--- src/rtl/mc_main_ctrl_if.sv ---
// Control bus between the multi-cycle main controller and the MIPS datapath.
// The master (controller) drives every strobe and select; the slave supplies the opcode and the memory handshake.
interface mc_main_ctrl_if #(
    parameter int CNT_W = 32
);
    logic [5:0]       Op;
    logic             mem_ready;
    logic             PCWrite;
    logic             PCWriteCond;
    logic             IorD;
    logic             MemRead;
    logic             MemWrite;
    logic             IRWrite;
    logic             MemtoReg;
    logic [1:0]       PCSource;
    logic [1:0]       ALUOp;
    logic             ALUSrcA;
    logic [1:0]       ALUSrcB;
    logic             RegWrite;
    logic             RegDst;
    logic [3:0]       state;
    logic             illegal_op;
    logic [CNT_W-1:0] instr_count;

    modport master (
        input  Op, mem_ready,
        output PCWrite, PCWriteCond, IorD, MemRead, MemWrite, IRWrite, MemtoReg,
               PCSource, ALUOp, ALUSrcA, ALUSrcB, RegWrite, RegDst,
               state, illegal_op, instr_count
    );

    modport slave (
        output Op, mem_ready,
        input  PCWrite, PCWriteCond, IorD, MemRead, MemWrite, IRWrite, MemtoReg,
               PCSource, ALUOp, ALUSrcA, ALUSrcB, RegWrite, RegDst,
               state, illegal_op, instr_count
    );
endinterface

--- src/rtl/mc_main_ctrl.sv ---
// Multi-cycle MIPS main control FSM: fetch/decode/execute/memory/writeback sequencing,
// memory-ready stalls, sticky illegal-opcode flag and a retired-instruction counter.
module mc_main_ctrl #(
    parameter int CNT_W = 32
) (
    input  logic            clk,
    input  logic            rst_n,
    mc_main_ctrl_if.master  bus
);
    typedef enum logic [3:0] {
        S_IDLE   = 4'd0,  S_FETCH  = 4'd1,  S_DECODE = 4'd2,  S_MEMADR = 4'd3,
        S_MEMRD  = 4'd4,  S_MEMWB  = 4'd5,  S_MEMWR  = 4'd6,  S_EXEC   = 4'd7,
        S_ALUWB  = 4'd8,  S_BRANCH = 4'd9,  S_JUMP   = 4'd10, S_ADDIEX = 4'd11,
        S_ADDIWB = 4'd12
    } state_e;

    typedef struct packed {
        logic       pcwrite;
        logic       pcwritecond;
        logic       iord;
        logic       memread;
        logic       memwrite;
        logic       fetch;
        logic       memtoreg;
        logic [1:0] pcsource;
        logic [1:0] aluop;
        logic       alusrca;
        logic [1:0] alusrcb;
        logic       regwrite;
        logic       regdst;
    } ctl_t;

    localparam logic [5:0] OP_R    = 6'd0;
    localparam logic [5:0] OP_J    = 6'd2;
    localparam logic [5:0] OP_BEQ  = 6'd4;
    localparam logic [5:0] OP_ADDI = 6'd8;
    localparam logic [5:0] OP_LW   = 6'd35;
    localparam logic [5:0] OP_SW   = 6'd43;

    function automatic ctl_t decode(state_e s);
        ctl_t c;
        c = '0;
        case (s)
            S_FETCH:  begin c.memread = 1'b1; c.fetch = 1'b1; c.alusrcb = 2'b01; end
            S_DECODE: c.alusrcb = 2'b11;
            S_MEMADR: begin c.alusrca = 1'b1; c.alusrcb = 2'b10; end
            S_MEMRD:  begin c.memread = 1'b1; c.iord = 1'b1; end
            S_MEMWB:  begin c.regwrite = 1'b1; c.memtoreg = 1'b1; end
            S_MEMWR:  begin c.memwrite = 1'b1; c.iord = 1'b1; end
            S_EXEC:   begin c.alusrca = 1'b1; c.aluop = 2'b10; end
            S_ALUWB:  begin c.regwrite = 1'b1; c.regdst = 1'b1; end
            S_BRANCH: begin
                c.alusrca = 1'b1; c.aluop = 2'b01; c.pcwritecond = 1'b1; c.pcsource = 2'b01;
            end
            S_JUMP:   begin c.pcwrite = 1'b1; c.pcsource = 2'b10; end
            S_ADDIEX: begin c.alusrca = 1'b1; c.alusrcb = 2'b10; end
            S_ADDIWB: c.regwrite = 1'b1;
            default:  c = '0;
        endcase
        return c;
    endfunction

    state_e           state_q, state_d;
    ctl_t             ctl_q;
    logic             sw_q, sw_d;
    logic             ill_q, ill_d;
    logic [CNT_W-1:0] cnt_q, cnt_d;
    logic             retire;

    always_comb begin
        state_d = state_q;
        sw_d    = sw_q;
        ill_d   = ill_q;
        retire  = 1'b0;
        case (state_q)
            S_IDLE:   state_d = S_FETCH;
            S_FETCH:  if (bus.mem_ready) state_d = S_DECODE;
            S_DECODE: begin
                // Only lw/sw need the opcode past DECODE, so one bit is kept.
                sw_d = (bus.Op == OP_SW);
                case (bus.Op)
                    OP_LW, OP_SW: state_d = S_MEMADR;
                    OP_R:         state_d = S_EXEC;
                    OP_BEQ:       state_d = S_BRANCH;
                    OP_J:         state_d = S_JUMP;
                    OP_ADDI:      state_d = S_ADDIEX;
                    default: begin
                        state_d = S_FETCH;
                        ill_d   = 1'b1;
                    end
                endcase
            end
            S_MEMADR: state_d = sw_q ? S_MEMWR : S_MEMRD;
            S_MEMRD:  if (bus.mem_ready) state_d = S_MEMWB;
            S_MEMWR:  if (bus.mem_ready) begin
                state_d = S_FETCH;
                retire  = 1'b1;
            end
            S_MEMWB, S_ALUWB, S_ADDIWB, S_BRANCH, S_JUMP: begin
                state_d = S_FETCH;
                retire  = 1'b1;
            end
            S_EXEC:   state_d = S_ALUWB;
            S_ADDIEX: state_d = S_ADDIWB;
            default:  state_d = S_IDLE;
        endcase
        cnt_d = retire ? cnt_q + 1'b1 : cnt_q;
    end

    // Outputs are registered from the next state so they are glitch-free Moore decodes.
    always_ff @(posedge clk or negedge rst_n) begin
        if (!rst_n) begin
            state_q <= S_IDLE;
            ctl_q   <= '0;
            sw_q    <= 1'b0;
            ill_q   <= 1'b0;
            cnt_q   <= '0;
        end else begin
            state_q <= state_d;
            ctl_q   <= decode(state_d);
            sw_q    <= sw_d;
            ill_q   <= ill_d;
            cnt_q   <= cnt_d;
        end
    end

    // IR/PC load in FETCH is qualified by the memory handshake in the same cycle.
    assign bus.IRWrite     = ctl_q.fetch & bus.mem_ready;
    assign bus.PCWrite     = ctl_q.pcwrite | (ctl_q.fetch & bus.mem_ready);
    assign bus.PCWriteCond = ctl_q.pcwritecond;
    assign bus.IorD        = ctl_q.iord;
    assign bus.MemRead     = ctl_q.memread;
    assign bus.MemWrite    = ctl_q.memwrite;
    assign bus.MemtoReg    = ctl_q.memtoreg;
    assign bus.PCSource    = ctl_q.pcsource;
    assign bus.ALUOp       = ctl_q.aluop;
    assign bus.ALUSrcA     = ctl_q.alusrca;
    assign bus.ALUSrcB     = ctl_q.alusrcb;
    assign bus.RegWrite    = ctl_q.regwrite;
    assign bus.RegDst      = ctl_q.regdst;
    assign bus.state       = state_q;
    assign bus.illegal_op  = ill_q;
    assign bus.instr_count = cnt_q;
endmodule

--- src/flat_wrapper.sv ---
// flat-port wrapper written by rule: the top's interface ports become plain ports
module mc_main_ctrl_flat 
#(
    parameter int CNT_W = 32
)
  (clk, rst_n, bus_Op, bus_mem_ready, bus_PCWrite, bus_PCWriteCond, bus_IorD, bus_MemRead, bus_MemWrite, bus_IRWrite, bus_MemtoReg, bus_PCSource, bus_ALUOp, bus_ALUSrcA, bus_ALUSrcB, bus_RegWrite, bus_RegDst, bus_state, bus_illegal_op, bus_instr_count);
  mc_main_ctrl_if #(.CNT_W(CNT_W)) bus_i ();
  input  logic clk;
  input  logic rst_n;
  input wire logic [$bits(bus_i.Op)-1:0] bus_Op;
  input wire logic [$bits(bus_i.mem_ready)-1:0] bus_mem_ready;
  output wire logic [$bits(bus_i.PCWrite)-1:0] bus_PCWrite;
  output wire logic [$bits(bus_i.PCWriteCond)-1:0] bus_PCWriteCond;
  output wire logic [$bits(bus_i.IorD)-1:0] bus_IorD;
  output wire logic [$bits(bus_i.MemRead)-1:0] bus_MemRead;
  output wire logic [$bits(bus_i.MemWrite)-1:0] bus_MemWrite;
  output wire logic [$bits(bus_i.IRWrite)-1:0] bus_IRWrite;
  output wire logic [$bits(bus_i.MemtoReg)-1:0] bus_MemtoReg;
  output wire logic [$bits(bus_i.PCSource)-1:0] bus_PCSource;
  output wire logic [$bits(bus_i.ALUOp)-1:0] bus_ALUOp;
  output wire logic [$bits(bus_i.ALUSrcA)-1:0] bus_ALUSrcA;
  output wire logic [$bits(bus_i.ALUSrcB)-1:0] bus_ALUSrcB;
  output wire logic [$bits(bus_i.RegWrite)-1:0] bus_RegWrite;
  output wire logic [$bits(bus_i.RegDst)-1:0] bus_RegDst;
  output wire logic [$bits(bus_i.state)-1:0] bus_state;
  output wire logic [$bits(bus_i.illegal_op)-1:0] bus_illegal_op;
  output wire logic [$bits(bus_i.instr_count)-1:0] bus_instr_count;
  assign bus_i.Op = bus_Op;
  assign bus_i.mem_ready = bus_mem_ready;
  assign bus_PCWrite = bus_i.PCWrite;
  assign bus_PCWriteCond = bus_i.PCWriteCond;
  assign bus_IorD = bus_i.IorD;
  assign bus_MemRead = bus_i.MemRead;
  assign bus_MemWrite = bus_i.MemWrite;
  assign bus_IRWrite = bus_i.IRWrite;
  assign bus_MemtoReg = bus_i.MemtoReg;
  assign bus_PCSource = bus_i.PCSource;
  assign bus_ALUOp = bus_i.ALUOp;
  assign bus_ALUSrcA = bus_i.ALUSrcA;
  assign bus_ALUSrcB = bus_i.ALUSrcB;
  assign bus_RegWrite = bus_i.RegWrite;
  assign bus_RegDst = bus_i.RegDst;
  assign bus_state = bus_i.state;
  assign bus_illegal_op = bus_i.illegal_op;
  assign bus_instr_count = bus_i.instr_count;
  mc_main_ctrl #(.CNT_W(CNT_W)) u_core (.clk(clk), .rst_n(rst_n), .bus(bus_i));
endmodule
--- config.mk ---
export PLATFORM = sky130hd
export DESIGN_NAME = mc_main_ctrl_flat
export DESIGN_NICKNAME = d
export VERILOG_FILES = /design/src/rtl/mc_main_ctrl_if.sv /design/src/rtl/mc_main_ctrl.sv /design/src/flat_wrapper.sv
export SDC_FILE = /design/constraint.sdc
export NUM_CORES = 1
export LEC_CHECK = 0
export ABC_AREA = 1
export CAP_MARGIN = 20
export CORE_AREA = 4 4 94 96
export CTS_BUF_LIST = sky130_fd_sc_hd__clkbuf_8 sky130_fd_sc_hd__clkbuf_16
export DETAILED_ROUTE_END_ITERATION = 8
export DIE_AREA = 0 0 98 100
export PLACE_DENSITY = 0.69
export SYNTH_ARGS = -nofsm -noshare
export SYNTH_HDL_FRONTEND = slang
export SYNTH_SLANG_ARGS = --single-unit
--- constraint.sdc ---
create_clock -name clk -period 1.4 [get_ports clk]
set_input_delay 0.28 -clock clk [delete_from_list [all_inputs] [get_ports clk]]
set_output_delay 0.28 -clock clk [all_outputs]
set_load 0.005 [all_outputs]
== Word level (Yosys, flattened, before mapping) ==
Index checks and enable logic that the tools add are counted.

* Logic and storage cells: 83
* Register bits after elaboration: 54
* Input bits: 9
* Output and inout bits: 53

* Multiplexer cells: 21
* Eq/ne operators: 29
* Reduce and logical (&&, ||, !) cells: 12
* $add $sub $neg: 1
* Bitwise logic cells: 3

{| class="wikitable"
|+ Operator list
! operator !! number
|-
| equality test 4 bit (second input constant) || 10
|-
| adder 32 x 1 -> 32 bit (second input constant) || 1
|-
| equality test 4 x 3 -> 1 bit (second input constant) || 8
|-
| one-hot mux 4 bit (8 select lines) || 1
|-
| one-hot mux 4 bit (5 select lines) || 1
|-
| equality test 4 x 2 -> 1 bit (second input constant) || 4
|-
| equality test 6 bit (second input constant) || 2
|-
| two-way mux 4 bit || 3
|-
| OR reduction 6 bit || 2
|-
| two-way mux 1 bit || 11
|-
| equality test 4 x 1 -> 1 bit (second input constant) || 2
|-
| one-hot mux 2 bit (2 select lines) || 2
|-
| OR reduction 2 bit || 4
|-
| equality test 6 x 2 -> 1 bit (second input constant) || 1
|-
| equality test 6 x 3 -> 1 bit (second input constant) || 1
|-
| equality test 6 x 4 -> 1 bit (second input constant) || 1
|-
| zero test 6 bit || 1
|-
| one-hot mux 2 bit (3 select lines) || 1
|-
| OR reduction 5 bit || 1
|-
| zero test 4 bit || 1
|-
| OR reduction 4 bit || 1
|-
| OR reduction 3 bit || 1
|-
| two-way mux 2 bit || 1
|-
| one-hot mux 1 bit (2 select lines) || 1
|-
| 4 further kinds || 4
|}

== Logic depth before layout (Yosys ltp) ==
* Depth in word-level cells: 7
* Depth in mapped cells: 10
* Depth with buffers taken out: 10

== Worst setup path before layout ==
No wires, ideal clock.

* Kind: flip-flop to flip-flop
* Start: register u_core.cnt_q[1] (netlist: u_core.bus.instr_count[1])
* End: register u_core.cnt_q[28] (netlist: u_core.bus.instr_count[28])
* Library setup time: 118 ps
* Period minus slack after synthesis: 1509 ps
* Required time: 1282 ps
* Path slack: -109 ps
* Cell stages (with the launch flop): 11
* Data arrival time: 1391 ps
* Cell sequence: dfrtp_1 ha_1 inv_1 nor2_4 inv_1 nor2_1 nand2_1 nand2_1 nand2_1 nand2_1 o21ai_2

* Cells in the longest elaborated chain, start to end: 1

{| class="wikitable"
|+ RTL lines
! item !! line !! RTL
|-
| start: declaration || mc_main_ctrl.sv:67 || <nowiki>logic [CNT_W-1:0] cnt_q, cnt_d;</nowiki>
|-
| start signal: assignment || mc_main_ctrl.sv:123 || <nowiki>cnt_q <= cnt_d;</nowiki>
|-
| adder 32 x 1 -> 32 bit || mc_main_ctrl.sv:107 || <nowiki>cnt_d = retire ? cnt_q + 1'b1 : cnt_q;</nowiki>
|}

No other way between the ends.
A chain may end at the register's enable or synchronous reset.

== Worst setup path after layout ==
* Start: register u_core.state_q[2] (netlist: u_core.bus.state[2])
* End: register u_core.ctl_q (netlist bit u_core.bus.ALUOp[1])

* Cells in the longest elaborated chain, start to end: 5
* Elaborated cells on any way between the ends: 21
* Those cells by class: eq/ne (14); mux (5); reduce/logical (2)

{| class="wikitable"
|+ RTL lines
! item !! line !! RTL
|-
| start: declaration || mc_main_ctrl.sv:63 || <nowiki>state_e state_q, state_d;</nowiki>
|-
| start signal: assignment || mc_main_ctrl.sv:119 || <nowiki>state_q <= state_d;</nowiki>
|-
| equality test 4 x 3 -> 1 bit, or another cell as far along || mc_main_ctrl.sv:75 || <nowiki>case (state_q)</nowiki>
|-
| OR reduction 6 bit (no line) || - ||
|-
| one-hot mux 4 bit (8 select lines) (*) || mc_main_ctrl.sv:75 ||
|-
| named net u_core.state_d[0] || mc_main_ctrl.sv:63 ||
|-
| equality test 4 bit or equality test 4 x 3 -> 1 bit (tied branches) || mc_main_ctrl.sv:43 || <nowiki>case (s)</nowiki>
|-
| one-hot mux 2 bit (2 select lines) (*) || mc_main_ctrl.sv:43 ||
|-
| end signal: assignment || mc_main_ctrl.sv:120 || <nowiki>ctl_q <= decode(state_d);</nowiki>
|-
| end: declaration || mc_main_ctrl.sv:64 || <nowiki>ctl_t ctl_q;</nowiki>
|}

Mark *: on every way through the listed nets, which the timed path passes. The rest lies on a longest branch.

==> PnR_summary.wiki <==
{| class="wikitable"
! Metric !! Value
|-
| Starting Density || 38.6%
|-
| Critical Path Max Stage Delay || 480 ps
|-
| Hpwl dp || 6630 um
|-
| Pin count of the biggest net entering global routing || 53
|-
| Count of final max-slew check failures || 0
|-
| Min setup slack post-route || -246 ps
|-
| Worst path top cell family by delay || simple AND/OR/NAND/NOR gates
|-
| XOR/XNOR Fraction of Synth Area || 4.23%
|-
| Pin slew with the least headroom to its limit || 293 ps
|-
| Clock buffer depth || 2
|-
| DR pass1 iterations || 5
|-
| Cell type with the highest aggregate area in the netlist || sky130_fd_sc_hd__dfrtp_1
|-
| Global placer's final weighted congestion || 0.880
|-
| H-tree level count || 2
|-
| Synth-to-Final Area Change || 69.8%
|-
| Post-synthesis share of cell area spent on full adders, half adders and majority gates || 0.403%
|-
| Global route total overflow || 0
|-
| Total Nets Final || 637
|-
| Design internal power || 3.92 mW
|-
| Final worst hold slack || 467 ps
|-
| Sum of negative setup slack || -5890 ps
|-
| Switching component of the power || 2.64 mW
|-
| Routed met2 length || 5570 um
|-
| Number of enable flip-flop cells after synthesis || 0
|-
| Reported leakage power || 2.69 nW
|-
| ANT cells || 0
|-
| Mapped cell area || 0.00311 sq mm
|-
| Worst setup path endpoint || u_core.bus.ALUOp[1]
|-
| Count of cell types in the netlist || 27
|-
| Total nets after synthesis || 451
|-
| Cell at the root of the clock tree || sky130_fd_sc_hd__clkbuf_8
|-
| Sum of routed wire segments on met1 || 4140 um
|-
| Count of mapped cells out of synthesis || 441
|-
| Area fraction in compound gates after synthesis || 3.22%
|-
| Average detailed-routed wire length per instance || 14.6 um
|-
| Highest fanout seen on the critical path || 5
|-
| Run status || complete, but fails checks
|-
| Final hold violation count || 0
|-
| Clock-pin slew on the worst setup and hold paths || 120 ps
|-
| Top cells by instance count after synthesis || sky130_fd_sc_hd__nand2_1, sky130_fd_sc_hd__nor2_1, sky130_fd_sc_hd__dfrtp_1
|-
| Worst slew margin relative to its limit || 80.5%
|-
| CTS sink cnt || 52
|-
| Met3 wire length || 719 um
|-
| Logic depth of the worst register-to-register path || 8
|-
| Endpoint class of the critical path || flop
|-
| Tmin final || 1650 ps
|-
| Sequential-to-total area share from yosys stat || 41.9%
|-
| Initial detailed-routing violation count || 182
|-
| Largest family of logic cells by synthesized area || simple AND/OR/NAND/NOR gates
|-
| Final count of negative-setup-slack endpoints || 49
|-
| Post-detailed-route count of antenna-violating nets || 0
|-
| Post-synthesis simple-gate area fraction || 42.8%
|-
| RR Startpoint || u_core.bus.state[2]
|-
| Fillcell total || 648
|-
| Yosys warnings || 0
|-
| Via count of the first global-routing pass || 3592
|-
| Critical Path, Cell by Cell || buf_6 > nor2_4 > inv_2 > nor2_4 > nand2_2 > nand4_1 > nand3_1 > nor2_1
|-
| Die boundary height || 100 um
|-
| Fraction of layout instances using a drive strength above 1 || 42.2%
|-
| Type of origin of the critical path || flop
|-
| Chip width || 98 um
|-
| Synthesized area per cell || 7.05 sq um
|-
| Most Frequent Cell on Critical Path || sky130_fd_sc_hd__nor2_4
|-
| Data arrival time of the critical path || 1910 ps
|-
| Total number of vias || 3591
|-
| Crit-path slowest cell || sky130_fd_sc_hd__dfrtp_2
|-
| Clock latency reported for the late side of the worst-skew pair || 330 ps
|-
| Clock tree from TritonCTS || done
|-
| Share of the clock period used by the worst path after layout || 118%
|-
| Wire length of the first global-routing pass || 16800 um
|-
| Top routing layer in use || met4
|-
| Dominant cell by count in the synthesized netlist || sky130_fd_sc_hd__nand2_1
|-
| Routed vias/inst || 4.90
|-
| Core box area || 0.00805 sq mm
|-
| Worst path buffer plus inverter count || 2
|-
| Port-buffer cells || 61
|-
| Most instantiated flip-flop cell in the synthesis netlist || sky130_fd_sc_hd__dfrtp_1
|-
| Data required time at the worst endpoint || 1660 ps
|-
| Capture instance of the worst register-to-register path || u_core.bus.ALUOp[1]
|-
| Setup skew after layout || 17.7 ps
|-
| Critical path start-end classification || flop to flop
|-
| Area share of the leading cell type in the synthesized netlist || 41.9%
|-
| Global Route Usage Sum || 21.0%
|-
| Net switching fraction of the power || 40.2%
|-
| Final WL || 10700 um
|-
| Kind of path behind the tightest hold check || input port to async pin
|-
| #FFs+latches synth || 52
|-
| Count of max-cap constraint violations || 0
|-
| Pwr Density || 1240 mW/mm^2
|-
| Top area cells in the synthesized netlist || sky130_fd_sc_hd__dfrtp_1, sky130_fd_sc_hd__nand2_1, sky130_fd_sc_hd__nor2_1, sky130_fd_sc_hd__nand3_1, sky130_fd_sc_hd__inv_1
|-
| Area of the die || 0.00980 sq mm
|-
| Remaining routing DRC violations || 0
|-
| Combinational fraction of design power || 56.8%
|-
| Clk pwr share || 14.4%
|-
| # IOs || 62
|-
| Total stage count of the critical path || 8
|-
| Number of CTS-inserted buffers || 5
|-
| Initial antenna violation count || 0
|-
| Worst setup path start || u_core.bus.state[2]
|-
| Proportion of register bits with asynchronous set or reset after synthesis || 100%
|-
| Violated checks || negative setup slack
|-
| Sequential share of power || 28.8%
|-
| R2r setup slk || -250 ps
|-
| Unrepaired setup endpoints after global routing || yes
|-
| Multiplexer share of the synthesized area || 0%
|-
| Peak ir drop on the vdd network || 965 uV
|-
| Number of placement rows || 33
|-
| Maximum operating frequency || 608 MHz
|}
## tightest hold or removal path: stages
cell	delay, ps
sky130_fd_sc_hd__dlygate4sd3_1	520
sky130_fd_sc_hd__buf_2	120
sky130_fd_sc_hd__buf_12	270
## worst min path at each step
stage	startpoint	endpoint
floorplan	rst_n	u_core.bus.ALUOp[1]
global placement	rst_n	u_core.bus.instr_count[3]
detailed placement	rst_n	u_core.bus.instr_count[3]
CTS	rst_n	u_core.bus.instr_count[13]
global route	rst_n	u_core.bus.instr_count[16]
finish	rst_n	u_core.bus.instr_count[16]
## power groups by stage
stage	sequential [mW]	clock (mW)	combinational [mW]
floorplan	2.00	0	1.15
global placement	2.01	0	2.20
detailed placement	2.01	0	2.24
CTS	1.87	0.968	3.12
global route	1.91	1.02	4.03
finish	1.89	0.945	3.73
## flip-flops by register name (all words and copies together), names as in the netlist
register and flops:
u_core.bus.instr_count 32, u_core.bus.PCSource 2, u_core.ctl_q 2, u_core.bus.ALUOp 1
u_core.bus.RegDst 1, u_core.bus.state 4, u_core.bus.ALUSrcA 1, u_core.bus.ALUSrcB 2
u_core.bus.MemWrite 1, u_core.sw_q 1, u_core.bus.RegWrite 1, u_core.bus.IorD 1
u_core.bus.MemtoReg 1, u_core.bus.illegal_op 1, u_core.bus.MemRead 1
## repair_timing
| item | in CTS | in global routing |
|---|---|---|
| gates cloned | 4 | 2 |
| pin swaps | 35 | 25 |
| hold endpoints to repair | 52 | 0 |
| gates resized for setup | 159 | 69 |
| setup buffers | 51 | 19 |
| hold buffers | 1 | 0 |
| endpoints found under the setup margin | 95 | 61 |
## layer usage
| layer | GRT usage [%] | up-vias |
|---|---|---|
| met5 | 0 | - |
| met4 | 7.03 | 0 |
| met3 | 5.00 | 28 |
| met2 | 38.7 | 139 |
| met1 | 23.9 | 1689 |
| li1 | - | 1735 |
## stage by stage
| step | setup WS (ps) | instance area [sq um] | instances | power [mW] | util, % |
|---|---|---|---|---|---|
| after floorplan | 25.8 | 3120 | 441 | 3.15 | - |
| after global placement | -388 | 4190 | 650 | 4.21 | 52.0 |
| after detailed placement | -422 | 4190 | 650 | 4.26 | 52.0 |
| after CTS | -168 | 4960 | 713 | 5.96 | 61.6 |
| after global routing | -391 | 5280 | 733 | 6.96 | 65.5 |
| final | -246 | 5280 | 733 | 6.56 | 65.5 |
## cells by family (layout without fill, tap and decap cells)
kind of cell / after synthesis / count (layout)
AND/OR/NAND/NOR: 307 / 308
flip-flops: 52 / 52
buffers and inverters: 48 / 234
AO/OA/AOI/OAI: 18 / 18
XOR/XNOR: 15 / 15
adder cells (fa/ha/maj): 1 / 1
## cell usage in the layout, fill, tap and decap left out, types with 20 or more instances in the layout
master,Yosys,final
sky130_fd_sc_hd__nor2_1,63,36
sky130_fd_sc_hd__dfrtp_1,52,44
sky130_fd_sc_hd__nor2_2,6,21
sky130_fd_sc_hd__nand2_1,179,149
sky130_fd_sc_hd__buf_4,7,103
sky130_fd_sc_hd__inv_1,28,24
sky130_fd_sc_hd__nand3_1,25,20
sky130_fd_sc_hd__dlygate4sd2_1,0,36
sky130_fd_sc_hd__nand2_2,8,29
sky130_fd_sc_hd__buf_6,3,24
## final cells by class
cell class | instances | area [sq um] | share of cell area [%]
clock inverter | 3 | 25.0 | 0.474
tap | 105 | 131 | 2.49
clock buffer | 5 | 68.8 | 1.30
timing repair buffer | 187 | 1600 | 30.3
sequential | 52 | 1310 | 24.9
multi-input combinational | 342 | 1960 | 37.1
inverter | 36 | 150 | 2.85
timing repair inverter | 3 | 33.8 | 0.640
(Power assumes the default switching activity.)
==> RTL edit 1 (same settings) <==
`CNT_W` is set to 32 in 3 places; all go to 24.
--- a/src/rtl/mc_main_ctrl_if.sv
+++ b/src/rtl/mc_main_ctrl_if.sv
@@ -2,5 +2,5 @@
 // The master (controller) drives every strobe and select; the slave supplies the opcode and the memory handshake.
 interface mc_main_ctrl_if #(
-    parameter int CNT_W = 32
+    parameter int CNT_W = 24
 );
     logic [5:0]       Op;
--- a/src/rtl/mc_main_ctrl.sv
+++ b/src/rtl/mc_main_ctrl.sv
@@ -2,5 +2,5 @@
 // memory-ready stalls, sticky illegal-opcode flag and a retired-instruction counter.
 module mc_main_ctrl #(
-    parameter int CNT_W = 32
+    parameter int CNT_W = 24
 ) (
     input  logic            clk,
--- a/src/flat_wrapper.sv
+++ b/src/flat_wrapper.sv
@@ -2,5 +2,5 @@
 module mc_main_ctrl_flat 
 #(
-    parameter int CNT_W = 32
+    parameter int CNT_W = 24
 )
   (clk, rst_n, bus_Op, bus_mem_ready, bus_PCWrite, bus_PCWriteCond, bus_IorD, bus_MemRead, bus_MemWrite, bus_IRWrite, bus_MemtoReg, bus_PCSource, bus_ALUOp, bus_ALUSrcA, bus_ALUSrcB, bus_RegWrite, bus_RegDst, bus_state, bus_illegal_op, bus_instr_count);
Interface: changed (resized bus_instr_count); port bits go from 62 to 54. No check against the original RTL was run, so the function may have changed too.
==> RTL edit 1 against the original RTL <==
- the run still ends with setup timing left
- critical path type unchanged
- power is 5.4% lower
- hold slack better by 0.022 ns
- wire length is 28% lower
- sequential cell count is 8 lower
- cell area is 16% lower
- sequential power is 14% lower
- setup slack better by 0.040 ns
- area after synthesis is 23% lower
==> RTL edit 1: results <==
metrics = {
    "clock_tree": {
        "clk-insertion-delay-late_ns": 0.29,
        "path_clk_slew_ns": 0.09,
    },
    "placed_design": {
        "post-place-ws_ns": -0.479,
        "place_hpwl_um": 4990,
        "dp_cells": 529,
        "port_buffers": 53,
        "place.gp.congestion": 0.905,
    },
    "synthesis": {
        "syn_avg_cell_area_um2": 7.59,
        "post_synth_num_cell_types": 30,
        "yosys-top-cells-area": "dfrtp_1 46%, nand2_1 16%, inv_1 6.8%",
        "synth_common_cells": "99 x nand2_1, 44 x dfrtp_1, 43 x inv_1, 38 x nor2_1, 16 x nand3_1",
        "yosysSeqAreaShare_pct": 46.0,
    },
    "final_layout": {
        "final_cells": 590,
        "largest_reg_flops": 24,
        "drive_gt1_share_pct": 46.8,
        "layout.nets": 494,
    },
    "power": {
        "irDropWorstVdd_v": 0.00102,
        "cellLeakagePower_nw": 2.43,
    },
    "grt": {
        "grt_max_degree": 45,
        "grt_pass1_vias": 2792,
    },
    "status": {
        "status": "finished, violations left",
        "failed_checks": "setup timing",
    },
    "routing": {
        "wl_per_cell_um": 13.0,
        "firstDrtPassIters": 4,
        "vias_per_cell": 4.58,
        "drtIter0Drc": 97,
    },
    "timing": {
        "holdWs_ns": 0.489,
        "tns_ns": -3.70,
        "maxSlewHeadroom_pct": 77.7,
        "final.setup.worst_slack_ns": -0.206,
        "setup_viol": 34,
        "fin_worst_skew_ns": 0.00947,
    },
    "worst_setup_path": {
        "worstPathArrival_ns": 1.84,
    },
}
[RTL edit 1: cell count changes in the layout (fill, tap and decap cells not counted), moves of 9 or more]
cell,delta
buf_4,-12
inv_1,+16
nor2_4,-9
nand2_1,-82
nand2_2,-10
nor2_1,-17
[RTL edit 1: layout make-up]
class                      instances  area [um^2]
tap                              105          131
clock buffer                       5         68.8
inverter                          48          210
timing repair buffer             170         1440
multi-input combinational        215         1420
sequential                        44         1100
fill                             688         3630
clock inverter                     3         42.5
[RTL edit 1: final timing paths]
path | depth (start not counted) | startpoint | to
max in group asynchronous | 3 | rst_n | u_core.bus.state[2]
hold / removal | 3 | rst_n | u_core.bus.instr_count[20]
setup / recovery | 11 | u_core.bus.state[2] | u_core.bus.MemRead
hold reg to reg | 1 | u_core.bus.illegal_op | u_core.bus.illegal_op
min in group clk | 1 | u_core.bus.illegal_op | u_core.bus.illegal_op
setup reg to reg | 11 | u_core.bus.state[2] | u_core.bus.MemRead
[RTL edit 1: cells by family (layout without fill, tap and decap cells)]
kind of cell | Yosys count | count (layout) | share of synthesized area (%)
AOI/OAI and AO/OA | 14 | 14 | 3.30
xor gates and xnor gates | 14 | 14 | 5.13
adders and majority gates | 1 | 1 | 0.523
buffers and inverters | 56 | 226 | 10.1
DFF | 44 | 44 | 46.0
and+or+nand+nor | 186 | 186 | 34.9
[RTL edit 1: worst max-delay path, cell delays in order, from the launching register on]
cell and delay, ns:
dfrtp_2 0.46, buf_6 0.14, nand2_8 0.09, nor2_4 0.04, buf_4 0.12, nand2_2 0.05, nand2_1 0.05, nor2_1 0.14
nand2_2 0.15, nor2_1 0.16, nand2_1 0.07, nand2_1 0.06
[RTL edit 1: power by group]
part	switching [W]	internal (W)
combinational	0.00174	0.00184
sequential	0.000124	0.00151
clock	0.000463	0.000529
total	0.00233	0.00388
[RTL edit 1: what timing repair did]
action / in CTS / in global routing
buffers inserted: 42 / 13
cloned: 0 / 0
setup endpoints to repair: 73 / 51
hold endpoints to repair: 44 / 0
hold buffers: 1 / 0
gates resized for setup: 140 / 81
pin swaps: 32 / 24
[RTL edit 1: metrics by stage]
stage | utilization (%) | total power, W
after global routing | 54.9 | 0.00660
final | 54.9 | 0.00621
after detailed placement | 43.4 | 0.00396
after floorplan | - | 0.00263
after CTS | 51.7 | 0.00565
after global placement | 43.4 | 0.00390
[RTL edit 1: layer usage]
layer / global-route usage, % / wire (um) / vias up
met3: 2.99 / 338 / 16
met4: 4.47 / 134 / 0
met5: 0 / 0 / -
met1: 16.7 / 3030 / 1294
li1: - / - / 1306
met2: 28.5 / 4150 / 88
==> RTL edit 2 (same settings) <==
Made on the original files. Make the reset (`rst_n`) synchronous in one clocked block.
--- a/src/rtl/mc_main_ctrl.sv
+++ b/src/rtl/mc_main_ctrl.sv
@@ -109,5 +109,5 @@
 
     // Outputs are registered from the next state so they are glitch-free Moore decodes.
-    always_ff @(posedge clk or negedge rst_n) begin
+    always_ff @(posedge clk) begin
         if (!rst_n) begin
             state_q <= S_IDLE;
Function: differs if rst_n is asserted again (counterexample within 4 cycles, from zero or initial values and one cycle with rst_n low); with rst_n held inactive, the same outputs for 10 cycles.
==> RTL edit 2 against the original RTL <==
- the flow still finishes with violations (setup timing)
- setup slack gained 0.056 ns
- wire length up 6.8%
- cell area increased by 3.0%
- final cell count grew 0.82%
- clock skew decreased by 0.0042 ns
- area after synthesis decreased by 3.8%
- synthesized cell count is 2.9% higher
- die area stayed put
- sequential cell count shrank 1
- critical endpoint is now u_core.bus.MemWrite
Power is not compared: it rests on default switching activity, and its combinational part moved more than twofold at a synthesized area within 25%.
==> RTL edit 2: results <==
metrics = {
    "grt": {
        "antenna_found_initial": 0,
        "grt_usage_pct": 21.3,
        "grt_max_degree": 19,
        "grt_pass1_vias": 3725,
    },
    "worst_setup_path": {
        "crit_path_top_delay_cell": "dfxtp_2",
        "crit_fanout": 4,
        "worstPathArrival_ns": 1.87,
        "rrSetupSlack_ns": -0.19,
        "critPathKind": "flop to flop",
        "crit_path_max_incr_delay_ns": 0.35,
        "reg2reg_depth": 11,
        "r2r_start": "u_core.bus.state[0]",
        "rr_endpoint": "u_core.bus.MemWrite",
        "endpoint": "u_core.bus.MemWrite",
    },
    "synthesis": {
        "post_synth_num_cell_types": 33,
        "yosys-top-cells-area": "dfxtp_1 34%, nand2_1 19%, nor2_1 10%",
        "async_reset_ff_share_pct": 0,
        "synth_common_cells": "151 x nand2_1, 82 x nor2_1, 51 x dfxtp_1, 31 x inv_1, 20 x nand3_1",
        "syn_nets": 464,
        "yosysSeqAreaShare_pct": 34.1,
        "synth_area_leader_cell": "dfxtp_1",
    },
    "timing": {
        "worst_pin_slew_ns": 0.297,
        "final.setup.worst_slack_ns": -0.190,
        "setup_viol": 43,
        "fin_worst_skew_ns": 0.0135,
        "tns_ns": -4.32,
    },
    "routing": {
        "firstDrtPassIters": 4,
        "wirelength_um": 11400,
    },
    "placed_design": {
        "place_hpwl_um": 6640,
        "post-place-ws_ns": -0.507,
        "place.gp.congestion": 0.908,
        "placed_area_um2": 4170,
    },
    "power": {
        "irDropWorstVdd_v": 0.000380,
    },
    "status": {
        "status": "finished, violations left",
        "failed_checks": "setup timing",
    },
    "hold_path": {
        "hp-class": "input pin to flop",
    },
    "clock_tree": {
        "numCtsBuffers": 5,
        "clk-insertion-delay-late_ns": 0.33,
    },
    "final_layout": {
        "drive_gt1_share_pct": 52.5,
        "layout.nets": 643,
    },
}
-- RTL edit 2: changes by cell type after synthesis, moves of 5 or more --
cell	delta
nand3_1	-5
o21ai_1	-8
a21oi_2	+10
a21oi_1	+17
nor2_1	+19
dfrtp_1	-52
dfxtp_1	+51
nand2_1	-28
xnor2_1	-7
nand2_2	+7
-- RTL edit 2: logic make-up (layout without fill, tap and decap cells) --
family | after synthesis | count (layout) | synth area share, %
AO/OA/AOI/OAI | 34 | 34 | 7.11
XOR/XNOR | 12 | 12 | 3.51
adder cells (fa/ha/maj) | 1 | 1 | 0.418
buffers and inverters | 52 | 229 | 8.33
flip-flops | 51 | 51 | 34.1
AND/OR/NAND/NOR | 304 | 307 | 46.5
-- RTL edit 2: area by class of cell --
| class | instances | area, um^2 |
|---|---|---|
| tap | 105 | 131 |
| fill | 652 | 2620 |
| timing repair buffer | 183 | 1590 |
| clock inverter | 3 | 26.3 |
| clock buffer | 5 | 68.8 |
| inverter | 38 | 160 |
| sequential | 51 | 1100 |
| multi-input combinational | 354 | 2360 |
-- RTL edit 2: metrics by stage --
step	cells	hold slack [ns]
2_1_floorplan	454	0.396
3_3_place_gp	675	0.437
3_5_place_dp	675	0.449
4_1_cts	729	0.464
5_1_grt	739	0.458
6_report	739	0.399
-- RTL edit 2: how the worst min path moves through the flow --
stage | from | endpoint | slack [ns] | depth (start not counted)
CTS | u_core.bus.illegal_op | u_core.bus.illegal_op | 0.46 | 2
detailed placement | u_core.bus.illegal_op | u_core.bus.illegal_op | 0.45 | 2
finish | bus_mem_ready | u_core.bus.ALUSrcB[0] | 0.40 | 4
global route | bus_mem_ready | u_core.bus.ALUSrcB[1] | 0.46 | 4
global placement | u_core.bus.illegal_op | u_core.bus.illegal_op | 0.44 | 2
floorplan | rst_n | u_core.bus.state[2] | 0.40 | 2
-- RTL edit 2: layer usage --
layer	up-vias	wire length, um	global-route usage (%)
li1	1784	-	-
met1	1756	4160	22.0
met2	160	6210	40.8
met3	51	605	4.45
met4	0	449	10.0
met5	-	0	0
-- RTL edit 2: where the power goes --
group | switching [W] | internal (W)
registers | 0.0000130 | 0.00146
clock network | 0.000595 | 0.000370
logic | 0.000254 | 0.000223
-- RTL edit 2: repair_timing --
item | CTS | global route
pin swaps | 46 | 53
endpoints found under the setup margin | 96 | 52
gates resized for setup | 212 | 93
buffers inserted | 43 | 9
cloned | 3 | 1
hold buffers | 0 | 0
-- RTL edit 2: worst max-delay path: cells and delay by family (launching register included) --
kind	cells	cell delay [ns]
buffers and inverters	3	0.31
and+or+nand+nor	8	0.88
DFF	1	0.35
